$ cat src/rtl/if_stage.sv
// Instruction-fetch stage with IF/ID pipeline register for the pipelined RV32 core.
// Owns the PC and presents it combinationally to instruction memory. The word that
// memory returns is captured into IF/ID together with its PC and a valid flag.
// A start-gated RUN/IDLE FSM decides whether the stage fetches at all.
// Inside RUN, a load-use stall takes priority over a taken-branch redirect,
// and a redirect takes priority over a normal sequential fetch.
module if_stage #(
    parameter logic [31:0] RESET_PC  = 32'h0000_0000,
    parameter logic [31:0] NOP_INSTR = 32'h0000_0013,
    parameter int          CNT_W     = 32
) (
    input  logic             clk_i,
    input  logic             rst_i,
    input  logic             start_i,
    input  logic             stall_i,
    input  logic             branch_i,
    input  logic [31:0]      branch_target_i,
    output logic [31:0]      imem_addr_o,
    input  logic [31:0]      imem_instr_i,
    output logic [31:0]      ifid_pc_o,
    output logic [31:0]      ifid_instr_o,
    output logic             ifid_valid_o,
    output logic             running_o,
    output logic             misalign_o,
    output logic [CNT_W-1:0] instr_count_o
);

    typedef enum logic {
        IDLE = 1'b0,
        RUN  = 1'b1
    } state_t;

    localparam logic [CNT_W-1:0] CNT_ONE = {{(CNT_W-1){1'b0}}, 1'b1};

    state_t            state_reg,      state_next;
    logic [31:0]       pc_reg,         pc_next;
    logic [31:0]       ifid_pc_reg,    ifid_pc_next;
    logic [31:0]       ifid_instr_reg, ifid_instr_next;
    logic              ifid_valid_reg, ifid_valid_next;
    logic              misalign_reg,   misalign_next;
    logic [CNT_W-1:0]  count_reg,      count_next;

    // Next-state and datapath selection.
    // Every register holds by default; each branch overrides only what it changes.
    always_comb begin
        state_next      = state_reg;
        pc_next         = pc_reg;
        ifid_pc_next    = ifid_pc_reg;
        ifid_instr_next = ifid_instr_reg;
        ifid_valid_next = ifid_valid_reg;
        misalign_next   = misalign_reg;
        count_next      = count_reg;

        case (state_reg)
            IDLE: begin
                // The start edge only arms the FSM; the first fetch happens on the next edge.
                ifid_pc_next    = 32'h0000_0000;
                ifid_instr_next = NOP_INSTR;
                ifid_valid_next = 1'b0;
                if (start_i) begin
                    state_next = RUN;
                end
            end
            RUN: begin
                if (!start_i) begin
                    // Dropping start behaves like an idle edge: the PC holds and a bubble is inserted.
                    state_next      = IDLE;
                    ifid_pc_next    = 32'h0000_0000;
                    ifid_instr_next = NOP_INSTR;
                    ifid_valid_next = 1'b0;
                end else if (stall_i) begin
                    // Freeze everything. ID re-asserts any branch once the stall clears.
                    state_next = RUN;
                end else if (branch_i) begin
                    // Force the target to word alignment, and record the misaligned request stickily.
                    pc_next         = {branch_target_i[31:2], 2'b00};
                    ifid_pc_next    = 32'h0000_0000;
                    ifid_instr_next = NOP_INSTR;
                    ifid_valid_next = 1'b0;
                    if (branch_target_i[1:0] != 2'b00) begin
                        misalign_next = 1'b1;
                    end
                end else begin
                    ifid_pc_next    = pc_reg;
                    ifid_instr_next = imem_instr_i;
                    ifid_valid_next = 1'b1;
                    pc_next         = pc_reg + 32'd4;
                    count_next      = count_reg + CNT_ONE;
                end
            end
            default: begin
                state_next      = IDLE;
                ifid_pc_next    = 32'h0000_0000;
                ifid_instr_next = NOP_INSTR;
                ifid_valid_next = 1'b0;
            end
        endcase
    end

    // State register. The active-low synchronous reset overrides every other input.
    always_ff @(posedge clk_i) begin
        if (!rst_i) begin
            state_reg      <= IDLE;
            pc_reg         <= RESET_PC;
            ifid_pc_reg    <= 32'h0000_0000;
            ifid_instr_reg <= NOP_INSTR;
            ifid_valid_reg <= 1'b0;
            misalign_reg   <= 1'b0;
            count_reg      <= '0;
        end else begin
            state_reg      <= state_next;
            pc_reg         <= pc_next;
            ifid_pc_reg    <= ifid_pc_next;
            ifid_instr_reg <= ifid_instr_next;
            ifid_valid_reg <= ifid_valid_next;
            misalign_reg   <= misalign_next;
            count_reg      <= count_next;
        end
    end

    assign imem_addr_o   = pc_reg;
    assign ifid_pc_o     = ifid_pc_reg;
    assign ifid_instr_o  = ifid_instr_reg;
    assign ifid_valid_o  = ifid_valid_reg;
    assign running_o     = (state_reg == RUN);
    assign misalign_o    = misalign_reg;
    assign instr_count_o = count_reg;

endmodule

$ cat config.mk
export PLATFORM = sky130hd
export DESIGN_NAME = if_stage
export DESIGN_NICKNAME = d
export VERILOG_FILES = /design/src/rtl/if_stage.sv
export SDC_FILE = /design/constraint.sdc
export NUM_CORES = 1
export LEC_CHECK = 0
export CAP_MARGIN = 20
export CORE_MARGIN = 2
export CORE_UTILIZATION = 35
export CTS_CLUSTER_SIZE = 14
export DETAILED_ROUTE_END_ITERATION = 7
export PLACE_DENSITY_LB_ADDON = 0.3
export SLEW_MARGIN = 20
export SYNTH_ARGS = -nofsm -noshare
export SYNTH_HDL_FRONTEND = slang
export SYNTH_SLANG_ARGS = --single-unit
export TNS_END_PERCENT = 50
$ cat constraint.sdc
create_clock -name clk_i -period 3.1 [get_ports clk_i]
set_input_delay 0.93 -clock clk_i [delete_from_list [all_inputs] [get_ports clk_i]]
set_output_delay 0.93 -clock clk_i [all_outputs]
set_load 0.1 [all_outputs]
## After elaboration in Yosys (flattened, before gate mapping)

Cells that the tools add are included.

| cells by class | value |
|---|---|
| $add $sub $neg | 2 |
| bitwise operators | 3 |
| magnitude comparators | 0 |
| reduce and logical (&&, ||, !) cells | 4 |
| $mul | 0 |
| divide/modulo/power cells | 0 |
| equal/unequal tests | 1 |
| multiplexer cells | 14 |
| shift-type cells | 0 |

Operator list:

| cell | number |
|---|---|
| 32-bit two-way mux | 7 |
| 32-bit one-hot mux with 2 select lines | 2 |
| 32-bit by 1-bit adder with 32-bit output, second input constant | 1 |
| 32-bit by 3-bit adder with 32-bit output, second input constant | 1 |
| 5-bit AND reduction | 1 |
| 1-bit two-way mux | 4 |
| 4-bit AND reduction | 1 |
| 3-bit != test, second input constant | 1 |
| 1-bit inverter | 3 |
| 3-bit AND reduction | 1 |
| 1-bit one-hot mux with 2 select lines | 1 |
| 2-bit nonzero test | 1 |

| storage, ports and cells | value |
|---|---|
| bits in registers | 131 |
| bits in writable memories | 0 |
| memories kept | 0 |
| input bits | 69 |
| ROM bits | 0 |
| word-level logic and storage cells | 31 |
| bits in latches | 0 |

## Longest topological paths before layout

Gate-level depths: netlist of the first run.

| depth | value |
|---|---|
| depth in word-level cells | 4 |
| depth in mapped cells | 8 |
| mapped depth without buffers | 6 |

## Worst setup path after synthesis of the first run

Ideal clock, no wire load.

| timing path | value |
|---|---|
| kind | register to register |
| start | reg count_reg[10] (netlist: instr_count_o[10]) |
| end | reg count_reg[31] (netlist: instr_count_o[31]) |
| cell stages (with the launch flop) | 8 |
| setup time | 0.070 ns |
| data arrival time | 2.725 ns |
| data required time | 3.030 ns |
| setup slack | 0.305 ns |
| clock period less this slack | 2.795 ns |
| path buffers | 2 |
| path through | dfxtp_1 and4_1 buf_4 nand4_2 or4_1 clkbuf_2 or3_1 a21oi_1 |

| between the ends | value |
|---|---|
| cells in the longest elaborated chain, start to end | 1 |

Ends and longest elaborated chain:

| what | line | text |
|---|---|---|
| start: declaration | 41 | `logic [CNT_W-1:0] count_reg, count_next;` |
| start signal: assignment | 117 | `count_reg <= count_next;` |
| 32-bit by 1-bit adder with 32-bit output | 88 | `count_next = count_reg + CNT_ONE;` |

No other way between the ends.
A chain may end at the register's enable or synchronous reset.

## Final worst setup path of the first run

| timing path | value |
|---|---|
| start | in stall_i |
| end | reg count_reg[31] (netlist: instr_count_o[31]) |

| between the ends | value |
|---|---|
| cells in the longest elaborated chain, start to end | 2 |

Ends and longest elaborated chain:

| what | line | text |
|---|---|---|
| start: declaration | 15 | `input logic stall_i,` |
| 1-bit inverter (no line) | -- |  |
| 4-bit AND reduction (no line) | -- |  |

No other way between the ends.

==> impl_metrics.json, run 1 <==
{
  "max_cap_viol_count": 0,
  "final-seq-area_um2": 2560,
  "wl_per_cell_um": 15.6,
  "first_pass_iters": 5,
  "final_period_minus_worst_setup_slack_ps": 2610,
  "grt_pass1_vias": 4822,
  "power.leakage_nw": 3.07,
  "drive_gt1_frac": 0.224,
  "yosys.area.top_type": "sky130_fd_sc_hd__dfxtp_1",
  "finalCritPeriodShare": 0.842,
  "synthTopCellsByArea": "sky130_fd_sc_hd__dfxtp_1, sky130_fd_sc_hd__a22oi_1, sky130_fd_sc_hd__nor2_1, sky130_fd_sc_hd__clkbuf_1, sky130_fd_sc_hd__nand3_1",
  "setup_viol_count_final": 0,
  "floorplan.initialDensity": 0.356,
  "detailedPlace.worstSlack_ps": 73.9,
  "run_status": "completed",
  "gates_resized_cts_repair": 0,
  "finalSetupTns_ps": 0,
  "cts.sinks": 128,
  "floorplan.io_pins": 200,
  "maxSlewHeadroom": 0.595,
  "timing.final.max_slew_violations": 0,
  "track_usage": 0.191,
  "clock_tree.buffer_depth": 2,
  "average_cell_area_after_synthesis_um2": 8.33,
  "multi_input_area_um2": 2790,
  "post_synth_instance_area_um2": 5620,
  "number_of_vias_per_cell_after_detailed_routing": 5.16,
  "cts_hold_buffers": 0,
  "drt.antenna.violating_nets": 0,
  "total_number_of_yosys_warnings": 0,
  "grt_start_max_net_pins": 62,
  "layout-area-overhead-vs-synth_pct": 43.4,
  "critPathMaxFanout": 9,
  "num_rows": 46,
  "synth_edf_count": 0,
  "maximum_clock_rate_ghz": 0.383,
  "via_count": 5571,
  "synth_cells": 675,
  "worstPathArrival_ps": 2960,
  "synth_sequential_area_ratio": 0.456,
  "final.fill_count": 1552,
  "netlist.area_leader.share": 0.456,
  "worst-slew-pin-transition_ps": 603,
  "worst_case_hold_slack_ps": 475,
  "hold_class": "flop to flop",
  "hpwlAfterDp_um": 11400,
  "cts_inserted_buffers": 17,
  "peakVddDrop_mv": 0.363,
  "post_layout_nonfiller_instances": 1079,
  "die_width_um": 131,
  "clk_pin_slew_ps": 60,
  "worst-endpoint-required_ps": 3450,
  "number_of_diodes_added_for_antenna_fixing": 0,
  "overflow": 0,
  "detailedRoute.firstIterationViolations": 352,
  "totalWireLength_um": 16800,
  "post-layout-total-power_w": 0.00400,
  "dieHeight_um": 131,
  "core_area_um2": 15800,
  "cts_tree": "yes",
  "post-route-drc-count": 0,
  "nets": 922,
  "worstSetupPathType": "input port to flop",
  "timing.critical_path.from_type": "input port",
  "dominantRegCellSynth": "sky130_fd_sc_hd__dfxtp_1",
  "port_buffers": 197,
  "synthesized_flop_and_latch_total": 128,
  "clock_tree.htree_level_count": 4,
  "grt_first_pass_wirelength_um": 25700,
  "postCtsSetupRepairBufs": 0,
  "timing.clock.skew_ps": 8.40,
  "design.die.area_um2": 17100,
  "synth-async-reset-ratio": 0,
  "globalplace.congestion": 0.787,
  "yosysUniqueCellTypes": 57,
  "timing.critical_path.to_type": "flop",
  "power.density_cell_area_nw_per_um2": 496,
  "dp_cells": 1048,
  "report.final.hold_viol_count": 0,
  "clock_latency_ps": 420,
  "post-route-worst-setup-slack_ps": 491,
  "antenna_violations_before_repair": 0,
  "ctsRootBufferMaster": "sky130_fd_sc_hd__clkbuf_16",
  "rsz0062_at_grt": "no"
}
==> layout make-up <==
type | instances | share of cell area
clock buffer | 19 | 0.0562
clock inverter | 12 | 0.0169
inverter | 11 | 0.00528
multi-input combinational | 477 | 0.345
sequential | 128 | 0.318
tap | 216 | 0.0335
timing repair buffer | 216 | 0.225
==> state kept, by name (all words and copies together) (netlist names) <==
| signal | count |
|---|---|
| misalign_o | 1 |
| instr_count_o | 32 |
| ifid_pc_o | 31 |
| ifid_valid_o | 1 |
| imem_addr_o | 30 |
| ifid_instr_o | 32 |
| running_o | 1 |
==> kinds of logic (layout without fill, tap and decap cells) <==
family | Yosys count | count (layout) | synth area share
AO/OA/AOI/OAI | 167 | 167 | 0.199
XOR/XNOR | 20 | 20 | 0.0312
adder cells (fa/ha/maj) | 2 | 2 | 0.00445
buffers and inverters | 71 | 258 | 0.0507
flip-flops | 128 | 128 | 0.456
multiplexers | 10 | 10 | 0.0178
other | 1 | 2 | 0.000667
AND/OR/NAND/NOR | 276 | 276 | 0.240
==> cells in the final DEF, fill, tap and decap left out, drive strengths merged, types with 3 or more instances in the layout <==
cell type and instances:
nor4 11, o31ai 3, nand2b 4, nand4 14, clkbuf 19, clkinvlp 6, nor2 108, a22oi 64
a21oi 31, nor3 17, or2 5, and2 4, buf 149, xor2 7, o22ai 6, a31oi 10
and4 6, a211oi 3, or3 8, nand3 34, xnor2 13, and3 15, dfxtp 128, o21ai 27
clkdlybuf4s50 67, clkinv 4, inv 11, mux2i 10, nand2 43, o211ai 4
==> layer usage <==
metal / wire [µm] / vias up / GRT usage
met5: 0 / - / 0
met2: 7370 / 179 / 0.271
met1: 8030 / 2572 / 0.275
met4: 319 / 0 / 0.0751
li1: - / 2796 / -
met3: 1080 / 24 / 0.0513
==> Yosys cell counts, drive strengths merged, types with 5 or more instances <==
library cell / count
nand3: 34
xor2: 7
a21oi: 31
nor3: 17
nand2: 43
a22oi: 64
o21ai: 27
nor2: 108
dfxtp: 128
buf: 12
or2: 5
xnor2: 13
and4: 6
nand4: 14
clkbuf: 48
mux2i: 10
a31oi: 10
o22ai: 6
or3: 8
and3: 15
nor4: 11
inv: 11
==> power breakdown <==
part | internal (W) | switching, W | total [W]
Sequential | 0.00166 | 0.0000186 | 0.00168
Combinational | 0.000127 | 0.000206 | 0.000332
Clock | 0.00122 | 0.000767 | 0.00199
==> final timing paths <==
kind / to / start / slack, ps / cells past startpoint
min: misalign_o / misalign_o / 470 / 1
max: instr_count_o[31] / stall_i / 490 / 6
min reg2reg: misalign_o / misalign_o / 470 / 1
max reg2reg: imem_addr_o[26] / imem_addr_o[2] / 780 / 6
==> worst max-delay path: stages <==
cell,delay [ps]
sky130_fd_sc_hd__clkdlybuf4s50_1,430
sky130_fd_sc_hd__and4bb_4,400
sky130_fd_sc_hd__nand4_4,100
sky130_fd_sc_hd__or4_1,560
sky130_fd_sc_hd__or3_1,400
sky130_fd_sc_hd__a21oi_1,140
==> per-stage QoR <==
stage / area [µm²] / util
2_1_floorplan: 5630 / -
3_3_place_gp: 7470 / 0.474
3_5_place_dp: 7470 / 0.474
4_1_cts: 8060 / 0.511
5_1_grt: 8060 / 0.511
6_report: 8060 / 0.511
Note: power is estimated with default switching activity, not from simulation.
==> run 2, diff against run 1 <==
- clock period: 3.1 -> 2.7 ns (I/O delays scaled with it)
==> run 2 against run 1 <==
- sequential share of layout area down 0.42 points
- highest routed layer unchanged
- global-route usage up 0.81 points
- power up 16%
- largest cell class unchanged
==> impl_metrics.json, run 2 (synthesis gave the netlist of run 1 again) <==
{
  "rsz0062_at_grt": "no",
  "timing.critical_path.to_type": "flop",
  "globalplace.congestion": 0.788,
  "swShare": 0.247,
  "power.density_cell_area_nw_per_um2": 565,
  "antenna_violations_before_repair": 0,
  "finalCritPeriodShare": 0.912,
  "post-route-drc-count": 0,
  "run_status": "completed",
  "clock_power_share": 0.501,
  "peakVddDrop_mv": 0.459,
  "post_layout_nonfiller_instances": 1095,
  "clock_tree.buffer_depth": 2,
  "floorplan.initialDensity": 0.356,
  "setup_viol_count_final": 0,
  "met2_length_um": 7880,
  "final_cell_mix": "sky130_fd_sc_hd__buf_4, sky130_fd_sc_hd__dfxtp_1, sky130_fd_sc_hd__nor2_1",
  "final_period_minus_worst_setup_slack_ps": 2460,
  "worst-slew-pin-transition_ps": 629,
  "totalWireLength_um": 17200,
  "worstSetupPathType": "input port to flop",
  "ctsRootBufferMaster": "sky130_fd_sc_hd__clkbuf_16",
  "grt_start_max_net_pins": 82,
  "postCtsSetupRepairBufs": 0,
  "worst-endpoint-required_ps": 3050,
  "cts.sinks": 128,
  "nets": 936,
  "maxSlewHeadroom": 0.581,
  "drt.antenna.violating_nets": 0,
  "design.die.area_um2": 17100,
  "first_pass_iters": 5,
  "max_incr_delay_on_cp_ps": 550,
  "power_report.internal_total_w": 0.00349,
  "max_cap_viol_count": 0,
  "cts_inserted_buffers": 17,
  "maximum_clock_rate_ghz": 0.406,
  "layout.core_utilization": 0.520,
  "critPathMaxFanout": 9,
  "cts_tree": "yes",
  "clock_tree.htree_level_count": 4,
  "clk_pin_slew_ps": 60,
  "share_comb_of_total_power": 0.084,
  "power.sequential.fraction": 0.415,
  "gates_resized_cts_repair": 0,
  "num_rows": 46,
  "drive_gt1_frac": 0.247,
  "worst_reg_to_reg_setup_slack_ps": 500,
  "worstPathArrival_ps": 2810,
  "p_switching_w": 0.00115,
  "detailedRoute.firstIterationViolations": 366,
  "overflow": 0,
  "via_count": 5684,
  "power.leakage_nw": 3.17,
  "grt_pass1_vias": 5145,
  "crit_chain": "clkdlybuf4s50_1 > and4bb_4 > nand4_4 > or4_1 > or3_1 > a21oi_1",
  "clock_latency_ps": 420,
  "timing.critical_path.from_type": "input port",
  "dp_cells": 1062,
  "top_layer": "met4",
  "floorplan.io_pins": 200,
  "hpwlAfterDp_um": 11600,
  "placement.cell_area_um2": 7600,
  "report.final.hold_viol_count": 0,
  "cts_hold_buffers": 0,
  "layout_commonest_cell": "sky130_fd_sc_hd__buf_4",
  "dieHeight_um": 131,
  "port_buffers": 197,
  "die_width_um": 131,
  "layout-area-overhead-vs-synth_pct": 45.9,
  "core_area_um2": 15800,
  "wl_met1_um": 7960,
  "number_of_vias_per_cell_after_detailed_routing": 5.19,
  "timing.clock.skew_ps": 9.66,
  "wl_per_cell_um": 15.7,
  "timing.final.max_slew_violations": 0,
  "hold_class": "flop to flop",
  "routed-wl-met3_um": 1030,
  "timing.critical_path.slowest_stage_cell": "sky130_fd_sc_hd__or4_1",
  "stdcell_area_um2": 8200,
  "track_usage": 0.199,
  "grt_first_pass_wirelength_um": 26700
}
-- run 2: cell count changes in the layout (fill, tap and decap cells not counted), sizes merged --
cell      delta
buf         +14
clkbuf       +1
clkinv       +4
clkinvlp     -4
diode        +1
-- run 2: final timing paths --
| path | start | endpoint | cells after the start |
|---|---|---|---|
| max | stall_i | instr_count_o[31] | 6 |
| min | misalign_o | misalign_o | 1 |
| max reg2reg | imem_addr_o[3] | imem_addr_o[26] | 6 |
| min reg2reg | misalign_o | misalign_o | 1 |
-- run 2: per-stage QoR --
stage	setup TNS, ps	power (W)	hold slack [ps]	setup slack (ps)
floorplan	0	0.00218	773	5.63
detailed placement	-950	0.00235	461	-160
global route	0	0.00479	485	106
global placement	-611	0.00235	449	-158
finish	0	0.00463	470	239
CTS	0	0.00468	475	257
-- run 2: critical path, delay by kind of cell --
family                 cells  cell delay, ps
AOI/OAI and AO/OA          1             130
buffers and inverters      1             420
and+or+nand+nor            4            1440
-- run 2: routing by layer --
metal	vias to the layer above	track usage
met1	2665	0.268
met3	26	0.0493
li1	2819	-
met2	174	0.303
met5	-	0
met4	0	0.0876
-- run 2: power by group through the flow --
stage / Combinational, W / Sequential (W) / Clock, W
final: 0.000389 / 0.00192 / 0.00232
after global routing: 0.000414 / 0.00192 / 0.00245
after CTS: 0.000391 / 0.00192 / 0.00237
after detailed placement: 0.000390 / 0.00196 / 0
after global placement: 0.000387 / 0.00196 / 0
after floorplan: 0.000123 / 0.00206 / 0
-- run 2: layout make-up --
type / instances / area, µm²
multi-input cells: 477 / 2790
repair buffers: 230 / 1930
flip-flops and latches: 128 / 2570
diodes: 1 / 2.50
inverters: 11 / 42.5
clock buffers: 20 / 467
fillers: 1547 / 7570
well taps: 216 / 270
clock inverters: 12 / 134
==> run 3, diff against run 2 <==
- CORE_UTILIZATION: 35 -> 45
==> run 3 against run 2 <==
- maximum frequency shrank 2.0%
- final area shrank 1.3%
- first-iteration DRC count grew 24%
- global-route usage grew 5.5 points
- die area shrank 22%
- sequential power is essentially flat
- critical path depth is the same
- register-to-register slack lost 110 ps
- largest power group unchanged
- highest routed layer unchanged
==> impl_metrics.json, run 3 (synthesis gave the netlist of run 1 again) <==
{
  "worst-slew-pin-transition_ps": 598,
  "floorplan.initialDensity": 0.464,
  "totalWireLength_um": 17000,
  "report.final.hold_viol_count": 0,
  "first_pass_iters": 5,
  "floorplan.io_pins": 200,
  "detailedRoute.firstIterationViolations": 453,
  "layout_commonest_cell": "sky130_fd_sc_hd__buf_4",
  "top_layer": "met4",
  "cts.sinks": 128,
  "antenna_violations_before_repair": 0,
  "layout-area-overhead-vs-synth_pct": 44.0,
  "num_rows": 40,
  "peakVddDrop_mv": 0.394,
  "via_count": 5864,
  "core_area_um2": 12100,
  "maxSlewHeadroom": 0.602,
  "wl_per_cell_um": 16.3,
  "met2_length_um": 8110,
  "cts_hold_buffers": 0,
  "grt_pass1_vias": 5488,
  "final_cell_mix": "sky130_fd_sc_hd__buf_4, sky130_fd_sc_hd__dfxtp_1, sky130_fd_sc_hd__nor2_1",
  "globalplace.congestion": 0.811,
  "design.die.area_um2": 13400,
  "cts_inserted_buffers": 17,
  "clock_tree.buffer_depth": 2,
  "postCtsSetupRepairBufs": 0,
  "rr_endpoint": "instr_count_o[31]",
  "final_period_minus_worst_setup_slack_ps": 2510,
  "port_buffers": 197,
  "final.fill_count": 1001,
  "post-route-drc-count": 0,
  "post_layout_nonfiller_instances": 1042,
  "gates_resized_cts_repair": 0,
  "dieHeight_um": 116,
  "placement.cell_area_um2": 7500,
  "max_cap_viol_count": 0,
  "rsz0062_at_grt": "no",
  "power_report.internal_total_w": 0.00355,
  "stdcell_area_um2": 8100,
  "die_width_um": 116,
  "max_incr_delay_on_cp_ps": 550,
  "power.sequential.fraction": 0.418,
  "number_of_vias_per_cell_after_detailed_routing": 5.63,
  "r2r.worst_path.cells": 5,
  "swShare": 0.228,
  "power.density_cell_area_nw_per_um2": 568,
  "run_status": "completed",
  "timing.critical_path.from_type": "input port",
  "gate_family_responsible_for_the_most_delay_along_the_worst_path": "simple AND/OR/NAND/NOR gates",
  "ctsRootBufferMaster": "sky130_fd_sc_hd__clkbuf_16",
  "clk_pin_slew_ps": 60,
  "wl_met1_um": 7250,
  "hold_path_endpoint": "misalign_o",
  "timing.critical_path.slowest_stage_cell": "sky130_fd_sc_hd__or4_1",
  "grt_start_max_net_pins": 64,
  "timing.clock.skew_ps": 5.58,
  "power.leakage_nw": 3.16,
  "drive_gt1_frac": 0.240,
  "share_comb_of_total_power": 0.085,
  "timing.critical_path.buf_inv": 1,
  "holdCritStartpoint": "misalign_o",
  "crit_chain": "clkdlybuf4s50_1 > and4bb_2 > nand4_4 > or4_1 > or3_1 > a21oi_1",
  "nets": 933,
  "overflow": 0,
  "timing.critical_path.to_type": "flop",
  "worst_hold_path.num_cells": 1,
  "p_switching_w": 0.00105,
  "critPathMaxFanout": 9,
  "worstSetupPathType": "input port to flop",
  "drt.antenna.violating_nets": 0,
  "clock_tree.htree_level_count": 4,
  "worst-endpoint-required_ps": 3040,
  "grt_first_pass_wirelength_um": 26900,
  "hpwlAfterDp_um": 11700,
  "cts_tree": "yes",
  "number_of_diodes_added_for_antenna_fixing": 0,
  "worstPathArrival_ps": 2850,
  "hold_class": "flop to flop",
  "clock_latency_ps": 410,
  "routed-wl-met3_um": 1260,
  "maximum_clock_rate_ghz": 0.398,
  "track_usage": 0.254,
  "worst_reg_to_reg_setup_slack_ps": 390,
  "clock_power_share": 0.497,
  "setup_viol_count_final": 0,
  "timing.final.max_slew_violations": 0,
  "finalCritPeriodShare": 0.930,
  "timing.rr.start": "instr_count_o[7]",
  "dp_cells": 1011
}
==> run 3: power by group through the flow <==
stage / registers (W) / logic [W] / clock network [W]
after CTS: 0.00192 / 0.000387 / 0.00233
after global routing: 0.00193 / 0.000411 / 0.00240
after floorplan: 0.00206 / 0.000123 / 0
after detailed placement: 0.00196 / 0.000385 / 0
final: 0.00192 / 0.000389 / 0.00229
after global placement: 0.00196 / 0.000379 / 0
==> run 3: worst max-delay path by stage <==
stage                                  from  slack (ps)           endpoint  cells past startpoint
after floorplan           instr_count_o[17]           6  instr_count_o[31]                      6
after global placement              stall_i        -110  instr_count_o[31]                      6
after detailed placement            stall_i        -210  instr_count_o[31]                      6
after CTS                           stall_i         230  instr_count_o[31]                      6
after global routing                stall_i         140  instr_count_o[31]                      6
final                               stall_i         190  instr_count_o[31]                      6
==> run 3: routing by layer <==
metal  track usage  vias to the layer above
li1              -                     2802
met1         0.323                     2790
met2         0.405                      245
met3        0.0711                       27
met4         0.108                        0
met5             0                        -
==> run 3: worst register-to-register path, cell delays in order, from the launching register on <==
cell and delay (ps):
sky130_fd_sc_hd__dfxtp_1 390, sky130_fd_sc_hd__nand4_1 190, sky130_fd_sc_hd__or2_1 410, sky130_fd_sc_hd__or4_1 710, sky130_fd_sc_hd__or3_1 400, sky130_fd_sc_hd__a21oi_1 150
==> run 3: cell type report <==
type,count,area [µm²],area share
clock inverter,5,75.1,0.00927
tap,168,210,0.0260
sequential,128,2570,0.318
inverter,11,42.5,0.00525
clock buffer,26,519,0.0641
multi-input combinational,477,2780,0.344
timing repair buffer,227,1890,0.234
==> run 3: stage by stage <==
step | hold WS, ps | power, W | setup WS (ps) | TNS (ps) | util
floorplan | 773 | 0.00218 | 5.63 | 0 | -
global placement | 447 | 0.00234 | -113 | -328 | 0.619
detailed placement | 460 | 0.00235 | -207 | -1170 | 0.619
CTS | 474 | 0.00464 | 228 | 0 | 0.668
global route | 482 | 0.00474 | 142 | 0 | 0.668
finish | 476 | 0.00460 | 189 | 0 | 0.668
